**src/rtl/game_state_ctrl.sv**
```systemverilog
// game_state_ctrl: round sequencer (IDLE/PLAY/DYING/OVER) for the bird game.
// Gates object motion, issues the round reset pulse and keeps the BCD score
// and the high score. Every output comes straight from a register.
module game_state_ctrl #(
   parameter int DIE_FRAMES = 60,
   parameter int PASS_X     = 265
) (
   input  logic       Clk,
   input  logic       Reset,
   input  logic       frame_tick,
   input  logic       flap,
   input  logic       collision,
   input  logic [9:0] pipe_x,
   output logic [1:0] state,
   output logic       motion_en,
   output logic       round_reset,
   output logic [7:0] score_bcd,
   output logic [7:0] high_bcd,
   output logic       new_high
);

   typedef enum logic [1:0] {
      IDLE  = 2'd0,
      PLAY  = 2'd1,
      DYING = 2'd2,
      OVER  = 2'd3
   } st_t;

   localparam logic [9:0] PX       = PASS_X[9:0];
   localparam logic [7:0] DIE_LAST = 8'(DIE_FRAMES - 1);

   st_t        st;
   logic       flap_q;
   logic [7:0] die_cnt;
   logic [9:0] pipe_x_last;
   logic [7:0] score_inc;
   logic       flap_edge;
   logic       pass;

   assign state     = st;
   assign flap_edge = flap & ~flap_q;
   // Only a downward crossing of PASS_X counts; a wrap from low to high x
   // has pipe_x_last low, so it can never qualify.
   assign pass      = (pipe_x_last >= PX) && (pipe_x < PX);

   // Saturating two-digit BCD increment of the current score.
   always_comb begin
      score_inc = score_bcd;
      if (score_bcd != 8'h99) begin
         if (score_bcd[3:0] == 4'd9)
            score_inc = {score_bcd[7:4] + 4'd1, 4'd0};
         else
            score_inc = {score_bcd[7:4], score_bcd[3:0] + 4'd1};
      end
   end

   // Round state machine with registered outputs and score bookkeeping.
   always_ff @(posedge Clk) begin
      if (Reset) begin
         st          <= IDLE;
         motion_en   <= 1'b0;
         round_reset <= 1'b0;
         score_bcd   <= 8'h00;
         high_bcd    <= 8'h00;
         new_high    <= 1'b0;
         die_cnt     <= 8'd0;
         flap_q      <= 1'b0;
         pipe_x_last <= 10'd0;
      end else begin
         flap_q      <= flap;
         round_reset <= 1'b0;
         case (st)
            IDLE: begin
               // A tick coinciding with the start flap is deliberately unused.
               if (flap_edge) begin
                  st          <= PLAY;
                  motion_en   <= 1'b1;
                  score_bcd   <= 8'h00;
                  new_high    <= 1'b0;
                  pipe_x_last <= 10'd0;
               end
            end
            PLAY: begin
               if (frame_tick)
                  pipe_x_last <= pipe_x;
               if (collision) begin
                  // Collision wins over a same-cycle pass: compare the old score.
                  st        <= DYING;
                  motion_en <= 1'b0;
                  die_cnt   <= 8'd0;
                  if (score_bcd > high_bcd) begin
                     high_bcd <= score_bcd;
                     new_high <= 1'b1;
                  end
               end else if (frame_tick && pass) begin
                  score_bcd <= score_inc;
               end
            end
            DYING: begin
               if (frame_tick) begin
                  die_cnt <= die_cnt + 8'd1;
                  if (die_cnt == DIE_LAST)
                     st <= OVER;
               end
            end
            OVER: begin
               if (flap_edge) begin
                  st          <= IDLE;
                  round_reset <= 1'b1;
               end
            end
            default: st <= IDLE;
         endcase
      end
   end

endmodule

```
**config.mk**
```make
export PLATFORM = sky130hd
export DESIGN_NAME = game_state_ctrl
export DESIGN_NICKNAME = d
export VERILOG_FILES = /design/src/rtl/game_state_ctrl.sv
export SDC_FILE = /design/constraint.sdc
export NUM_CORES = 1
export LEC_CHECK = 0
export CAP_MARGIN = 20
export CORE_ASPECT_RATIO = 2
export CORE_MARGIN = 2
export CORE_UTILIZATION = 44
export CTS_CLUSTER_DIAMETER = 100
export DETAILED_ROUTE_END_ITERATION = 8
export DONT_BUFFER_PORTS = 1
export RECOVER_POWER = 25
export SYNTH_ARGS = -nofsm -noshare
export SYNTH_HDL_FRONTEND = slang
export SYNTH_SLANG_ARGS = --single-unit
export TNS_END_PERCENT = 30
```
**constraint.sdc**
```tcl
create_clock -name Clk -period 5.7 [get_ports Clk]
set_clock_uncertainty 0.15 [all_clocks]
set_input_delay 0.855 -clock Clk [delete_from_list [all_inputs] [get_ports Clk]]
set_output_delay 0.855 -clock Clk [all_outputs]
set_load 0.01 [all_outputs]
```
After elaboration in Yosys (flattened, before gate mapping)
Index checks and enable logic that the tools add are counted.
- bits in registers: 40
- bits in latches: 0
- RAM bits: 0
- memory bits (read-only): 0
- input bits: 15
- output and inout port bits: 21
- word-level logic and storage cells: 76
- memories kept: 0
- add/subtract/negate cells: 3
- $mul: 0
- divide/modulo/power cells: 0
- $lt $le $gt $ge: 3
- equality and inequality tests: 17
- shifts and indexed selects: 0
- multiplexer cells: 26
- bitwise operators: 3
- reduce and logical (&&, ||, !) cells: 14
- operators by type and width (kind ; number):
    $mux 8 ; 7
    $pmux 8 s2 ; 2
    $ne 2x2->1 const B ; 11
    $mux 10 ; 2
    $pmux 10 s2 ; 1
    $reduce_and 3->1 ; 4
    $ge 10x9->1 const B ; 1
    $lt 10x9->1 const B ; 1
    $mux 2 ; 5
    $reduce_and 5->1 ; 2
    $add 4x1->4 const B ; 2
    $add 8x1->8 const B ; 1
    $eq 8x6->1 const B ; 1
    $gt 8x8->1 ; 1
    $ne 8x8->1 const B ; 1
    $pmux 2 s4 ; 1
    $mux 1 ; 6
    $reduce_and 6->1 ; 1
    $eq 2x2->1 const B ; 2
    $eq 4x4->1 const B ; 1
    $pmux 1 s2 ; 2
    $reduce_and 4->1 ; 1
    $reduce_bool 2->1 ; 2
    $eq 2x1->1 const B ; 1
    5 further kinds ; 7

Longest topological paths before layout
Gate-level depths: netlist of the first run.
- word-level depth: 6
- mapped depth: 8
- depth with buffers taken out: 7

Worst setup path before layout of the first run
OpenSTA, ideal clock, no wires.
- path type: in2reg
- start: input port pipe_x[7]
- end: register score_bcd[4]
- setup time: 132 ps
- arrival time: 2074 ps
- data required time: 5418 ps
- setup slack: 3344 ps
- stages: 6
- path buffers: 1
- cell sequence: or4_1 o21ai_1 and4_1 buf_4 a2bb2oi_1 a21oi_1
- longest elaborated chain between the ends: 5
- ends and longest elaborated chain (what ; RTL line ; text):
    start, declared ; 13 ; input logic [9:0] pipe_x,
    $lt 10x9->1 ; 44 ; assign pass = (pipe_x_last >= PX) && (pipe_x < PX);
    $logic_and 1x1->1 ; 44 ;
    $logic_and 1x1->1 ; 95 ; end else if (frame_tick && pass) begin
    $ne 2x2->1 (no source line) ; n/a ;
    $reduce_and 6->1 (no source line) ; n/a ;
    end signal, assigned ; 96 ; score_bcd <= score_inc;
    end, declared ; 17 ; output logic [7:0] score_bcd,
No other way between the ends.
A chain may end at the register's enable or synchronous reset.

Worst setup path after layout of the first run
- start: register st[1] (netlist: state[1])
- end: register score_bcd[0]
- longest elaborated chain between the ends: 3
- ends and longest elaborated chain (what ; RTL line ; text):
    start, declared ; 32 ; st_t st;
    start signal, assigned ; 60 ; st <= IDLE;
    start signal, assigned ; 76 ; st <= PLAY;
    start signal, assigned ; 88 ; st <= DYING;
    $eq 2x1->1 / $logic_not 2->1 (equally long branches) ; 72 ; case (st)
    $ne 2x2->1 (no source line) / $reduce_bool 2->1 (equally long branches) ; n/a ;
    $reduce_and 5->1 (no source line) ; n/a ;
Parallel ways exist; a longest one is shown, timed or not.

==> qor.txt, run 1 <==
Remaining Overflow, GRT: 0
Req. time, crit path: 5.77 ns
post-synth top area cell: sky130_fd_sc_hd__dfxtp_1
fraction of power consumed by the clock network: 0.260
wire length reported by the detailed router: 5.012 mm
PD cells: 322.5 nW/um^2
area of placed instances: 2257 um^2
CTS buffer count: 5
predominant post-synthesis flop cell: sky130_fd_sc_hd__dfxtp_1
total number of vias: 1,813
number of warnings printed during yosys synthesis: 0
first-pass GRT wire length: 7.783 mm
Final Cell Area: 2355 um^2
vias in the first global route: 1,761
cell row count: 36
CTS tree: yes
maximum VDD drop: 0.0002487 V
PortBufs: 0
Setup-failing EPs final: 0
gr usage total: 0.1836
type of the worst min-delay path: reg2reg
wire length per cell after detailed routing: 15.71 um
layout filler cell count: 500
via-per-instance ratio: 5.683
DRT iter0 DRCs: 44
Clock Latency Late Sink: 0.29 ns
area fraction of the dominant cell type after synthesis: 0.3596
post-layout minimum cycle time: 2.514 ns
I/O pin total: 36
Cell variety after synth: 50
ranking of synthesized cells by area: sky130_fd_sc_hd__dfxtp_1, sky130_fd_sc_hd__ha_1, sky130_fd_sc_hd__mux2i_1, sky130_fd_sc_hd__nand2_1, sky130_fd_sc_hd__nor2_1
cells after synthesis: 262
number of nets in the final layout: 293
sequential fraction of the synthesis area: 0.3596
Synth-to-Final Area Change: 5.730%
area of the die: 5681 um^2
startpoint type of the worst setup path: register
commonest cells after routing, fill and taps aside: sky130_fd_sc_hd__dfxtp_1, sky130_fd_sc_hd__nand2_1, sky130_fd_sc_hd__nor2_1
proportion of power drawn by flip-flops and latches: 0.420
type of element capturing the critical path: register
Antenna Violating Nets Remaining: 0
async set or reset register ratio after synthesis: 0
initial standard-cell utilization of the core: 0.4578
routability congestion estimate: 0.7676
number of H-tree branching levels: 2
Crit Path Class: reg2reg
Crit path arrival time: 2.59 ns
switching power summed over all nets: 0.0002708 W
launching point of the worst reg2reg path: state[1]
setup repair after global routing missed its margin: no
start point of the worst hold path: die_cnt[1]
Setup Fix Bufs, Post-CTS: 0
slew at the pin with the worst max-slew slack: 0.6107 ns
result of the run: completed
synthesized netlist net count: 294
Post-CTS Resized: 0
crit path max fanout: 34
buffer levels on the longest clock path: 2
Detail Placement HPWL: 3.759 mm
Mapped Area: 2227 um^2
number of sinks handled by clock tree synthesis: 40
CORE AREA: 4865 um^2
crit share post-route: 0.4411
die height: 104.6 um
Internal Power: 0.0004886 W
initial antenna violation count: 0
count of final max-slew check failures: 0
syn_area_per_cell: 8.501 um^2
leak pwr: 0.9338 nW
fraction of layout instances using a drive strength above 1: 0.06107
Chip Width: 54.31 um
number of flops mapped to enable cells by yosys: 0
number of antenna repair diodes: 0
CP startpoint: state[1]
total of hold buffers inserted after clock tree synthesis: 0
Slew headroom: 0.5924
fmax: 0.3977 GHz
iteration count of the initial detailed-routing pass: 4
max-capacitance violation count: 0
clock root buffer master: sky130_fd_sc_hd__clkbuf_8
flip-flop and latch count after synthesis: 40
sum of negative setup slack: 0 ns
Comb pwr share: 0.321
commonest non-fill, non-tap cell in the layout: sky130_fd_sc_hd__dfxtp_1
clock input transition at the sequential cells of the worst setup and hold paths: 0.08 ns
maximum number of pins on one net before global-route repair: 35
Hold Violations, Final: 0
fraction of power spent switching nets: 0.3566
# DRC: 0
per-layer routing:
layer / vias up / GRT usage / part of all wire
met4: 0 / 0.07679 / 0.024
met1: 838 / 0.1775 / 0.38
met3: 10 / 0.05286 / 0.053
met2: 37 / 0.3339 / 0.55
li1: 928 / - / -
met5: - / 0 / 0
sequential cells by signal (all words and copies together), names as in the netlist:
register and flops:
die_cnt 8, flap_q 1, high_bcd 8, motion_en 1, new_high 1, pipe_x_last 10, round_reset 1, score_bcd 8
state 2
stage by stage:
step | cells | util | total power, W | worst slack [ns] | hold WS [ns]
4_1_cts | 318 | 0.4825 | 0.0007595 | 2.992 | 0.3518
5_1_grt | 319 | 0.4841 | 0.0008007 | 3.044 | 0.3901
6_report | 319 | 0.4841 | 0.0007594 | 3.186 | 0.3488
3_5_place_dp | 310 | 0.4640 | 0.0005638 | 2.999 | 0.3337
2_1_floorplan | 262 | - | 0.0005124 | 3.344 | 0.3167
3_3_place_gp | 310 | 0.4640 | 0.0005625 | 3.052 | 0.3350
power groups by stage:
stage | registers [W] | logic [W] | clock network (W)
floorplan | 0.000321 | 0.000191 | 0
global placement | 0.000326 | 0.000237 | 0
CTS | 0.000319 | 0.000238 | 0.000202
global route | 0.000322 | 0.000272 | 0.000207
finish | 0.000319 | 0.000244 | 0.000197
detailed placement | 0.000326 | 0.000237 | 0
worst max-delay path, stage by stage (launching register included):
cell                       delay (ns)
sky130_fd_sc_hd__dfxtp_1         0.38
sky130_fd_sc_hd__inv_1           0.11
sky130_fd_sc_hd__ha_1            0.14
sky130_fd_sc_hd__buf_4           0.30
sky130_fd_sc_hd__nand2b_1        0.15
sky130_fd_sc_hd__and2_4          0.20
sky130_fd_sc_hd__a221o_1         0.35
sky130_fd_sc_hd__or4_1           0.47
sky130_fd_sc_hd__o221ai_2        0.17
Yosys cell counts, drive strengths merged (2+ instances only):
cell	count
a211o	2
a21o	3
a21oi	11
a2bb2oi	2
a31oi	11
and3	3
buf	5
clkbuf	6
dfxtp	40
ha	17
inv	14
mux2i	11
nand2	28
nand2b	5
nand3	12
nand4	7
nand4b	2
nor2	27
nor2b	16
nor3	2
nor3b	2
o211ai	2
o21ai	4
o221ai	2
or3	2
or4	4
xor2	5
worst paths after layout:
kind                            slack [ns]  depth (start not counted)           end
worst max-delay path                  3.19                          8  score_bcd[0]
worst min register to register        0.35                          2    die_cnt[1]
worst max register to register        3.19                          8  score_bcd[0]
worst min-delay path                  0.35                          2    die_cnt[1]
cells by family (layout without fill, tap and decap cells):
kind of cell / Yosys count / in the layout / share of synthesized area
mux: 12 / 12 / 0.05450
xor+xnor: 6 / 6 / 0.02360
flops: 40 / 40 / 0.3596
fa+ha+maj: 17 / 17 / 0.09550
simple gates: 117 / 117 / 0.2787
buf+inv: 25 / 25 / 0.04887
compound gates: 45 / 45 / 0.1393
area by class of cell:
| class | count | area, um^2 | area share |
|---|---|---|---|
| Tap cell | 57 | 71.32 | 0.03029 |
| Multi-Input combinational cell | 197 | 1318 | 0.5595 |
| Sequential cell | 40 | 800.8 | 0.3401 |
| Inverter | 14 | 52.55 | 0.02232 |
| Clock buffer | 8 | 90.09 | 0.03826 |
| Timing Repair Buffer | 3 | 22.52 | 0.009564 |
Note: power is estimated with default switching activity, not from simulation.
==> inputs of run 2 (changes only) <==
==> constraint.sdc (replaced) <==
create_clock -name Clk -period 2.6 [get_ports Clk]
set_clock_uncertainty 0.15 [all_clocks]
set_input_delay 0.39 -clock Clk [delete_from_list [all_inputs] [get_ports Clk]]
set_output_delay 0.39 -clock Clk [all_outputs]
set_load 0.01 [all_outputs]
==> qor.txt, run 2 (synthesis gave the netlist of run 1 again) <==
result of the run: completed
iteration count of the initial detailed-routing pass: 4
area of combinational cells with multiple inputs: 1318 um^2
Detail Placement HPWL: 3.892 mm
worst stage delay on the critical path: 0.45 ns
crit-path cells: inv_1 -> ha_1 -> nand2b_1 -> and2_4 -> a221o_1 -> or4_1 -> o221ai_2
CP startpoint: state[0]
start point of the worst hold path: Reset
Setup Fix Bufs, Post-CTS: 0
sequential cell area: 800.8 um^2
Crit path arrival time: 2.38 ns
clock input transition at the sequential cells of the worst setup and hold paths: 0.08 ns
PD cells: 702.1 nW/um^2
crit share post-route: 0.8869
via-per-instance ratio: 5.818
vias in the first global route: 1,869
initial standard-cell utilization of the core: 0.4578
I/O pin total: 36
Crit Path Class: reg2reg
Clock Latency Late Sink: 0.30 ns
wire length per cell after detailed routing: 16.66 um
CTS tree: yes
CTS buffer count: 5
Remaining Overflow, GRT: 0
fraction of power spent switching nets: 0.3580
CORE AREA: 4865 um^2
type of the worst min-delay path: in2reg
slew at the pin with the worst max-slew slack: 0.4754 ns
fraction of power consumed by the clock network: 0.254
Hold Violations, Final: 0
fmax: 0.4337 GHz
sum of negative setup slack: 0 ns
layout filler cell count: 485
setup repair after global routing missed its margin: no
area of the die: 5681 um^2
number of nets in the final layout: 304
commonest non-fill, non-tap cell in the layout: sky130_fd_sc_hd__dfxtp_1
DRT iter0 DRCs: 46
Post-CTS Resized: 0
number of flip-flops in the largest register: 10
fraction of the core area covered by cells at the end of the flow: 0.5023
Final Hold Slack: 0.007884 ns
cell row count: 36
crit-path leading delay family: simple AND/OR/NAND/NOR gates
Most flops, register: pipe_x_last
buffer levels on the longest clock path: 2
routability congestion estimate: 0.8035
launching point of the worst reg2reg path: state[0]
total number of vias: 1,920
proportion of power drawn by flip-flops and latches: 0.402
PortBufs: 0
fraction of layout instances using a drive strength above 1: 0.08059
slowest library cell on the worst path: sky130_fd_sc_hd__or4_1
Slew headroom: 0.6820
Internal Power: 0.001101 W
initial antenna violation count: 0
switching power summed over all nets: 0.0006142 W
crit path max fanout: 5
die height: 104.6 um
post-layout minimum cycle time: 2.306 ns
Comb pwr share: 0.344
leak pwr: 0.9821 nW
wire length reported by the detailed router: 5.497 mm
count of final max-slew check failures: 0
number of sinks handled by clock tree synthesis: 40
clock root buffer master: sky130_fd_sc_hd__clkbuf_8
maximum VDD drop: 0.0003860 V
Req. time, crit path: 2.67 ns
Chip Width: 54.31 um
Setup-failing EPs final: 0
max-capacitance violation count: 0
Antenna Violating Nets Remaining: 0
type of element capturing the critical path: register
number of antenna repair diodes: 0
number of H-tree branching levels: 2
gr usage total: 0.2044
first-pass GRT wire length: 8.728 mm
Synth-to-Final Area Change: 9.719%
count of buffering cells on the critical path with inverters included: 1
startpoint type of the worst setup path: register
commonest cells after routing, fill and taps aside: sky130_fd_sc_hd__dfxtp_1, sky130_fd_sc_hd__nand2_1, sky130_fd_sc_hd__nor2_1
# DRC: 0
maximum number of pins on one net before global-route repair: 23
run 2: cell types whose count changed in the layout (fill, tap and decap cells not counted):
cell                            delta
sky130_fd_sc_hd__buf_4             +6
sky130_fd_sc_hd__clkbuf_1          +1
sky130_fd_sc_hd__dlygate4sd3_1     +4
run 2: power groups by stage:
| stage | clock network [W] | registers [W] | logic (W) |
|---|---|---|---|
| 6_report | 0.000436 | 0.000689 | 0.000590 |
| 5_1_grt | 0.000469 | 0.000696 | 0.000654 |
| 4_1_cts | 0.000447 | 0.000690 | 0.000589 |
| 3_5_place_dp | 0 | 0.000705 | 0.000584 |
| 3_3_place_gp | 0 | 0.000704 | 0.000579 |
| 2_1_floorplan | 0 | 0.000704 | 0.000420 |
run 2: what timing repair did:
action / CTS / global route
hold buffers: 2 / 2
setup endpoints to repair: 0 / 0
endpoints found under the hold margin: 1 / 10
run 2: metrics by stage:
step	cells	total power (W)	area [um^2]	worst slack [ns]
finish	330	0.001716	2444	0.2940
global route	330	0.001818	2444	0.1965
CTS	328	0.001726	2427	0.2841
global placement	318	0.001283	2317	0.3414
floorplan	262	0.001123	2227	0.4126
detailed placement	318	0.001289	2317	0.3036
run 2: worst paths after layout:
kind	endpoint	slack [ns]	cells after the start
hold / removal	pipe_x_last[7]	0.008	1
hold reg to reg	die_cnt[5]	0.37	2
setup reg to reg	score_bcd[0]	0.29	7
setup / recovery	score_bcd[0]	0.29	7
run 2: layout make-up:
| class | count | area share |
|---|---|---|
| inverter | 14 | 0.02151 |
| sequential | 40 | 0.3277 |
| clock buffer | 8 | 0.03687 |
| tap | 57 | 0.02919 |
| multi-input combinational | 197 | 0.5392 |
| timing repair buffer | 14 | 0.04557 |
run 2: metal layers:
| layer | track usage | wire length, um | vias up |
|---|---|---|---|
| li1 | - | - | 951 |
| met1 | 0.2112 | 2142 | 919 |
| met2 | 0.3701 | 3008 | 44 |
| met3 | 0.05571 | 279 | 6 |
| met4 | 0.06607 | 68 | 0 |
| met5 | 0 | 0 | - |
==> inputs of run 3 (changes only) <==
--- a/config.mk
+++ b/config.mk
@@ -10,6 +10,7 @@
 export CORE_MARGIN = 2
 export CORE_UTILIZATION = 44
 export CTS_CLUSTER_DIAMETER = 100
+export CTS_CLUSTER_SIZE = 12
 export DETAILED_ROUTE_END_ITERATION = 8
 export DONT_BUFFER_PORTS = 1
 export RECOVER_POWER = 25
==> results of run 3 <==
The final DEF is identical to that of run 2; final timing and power are the same.
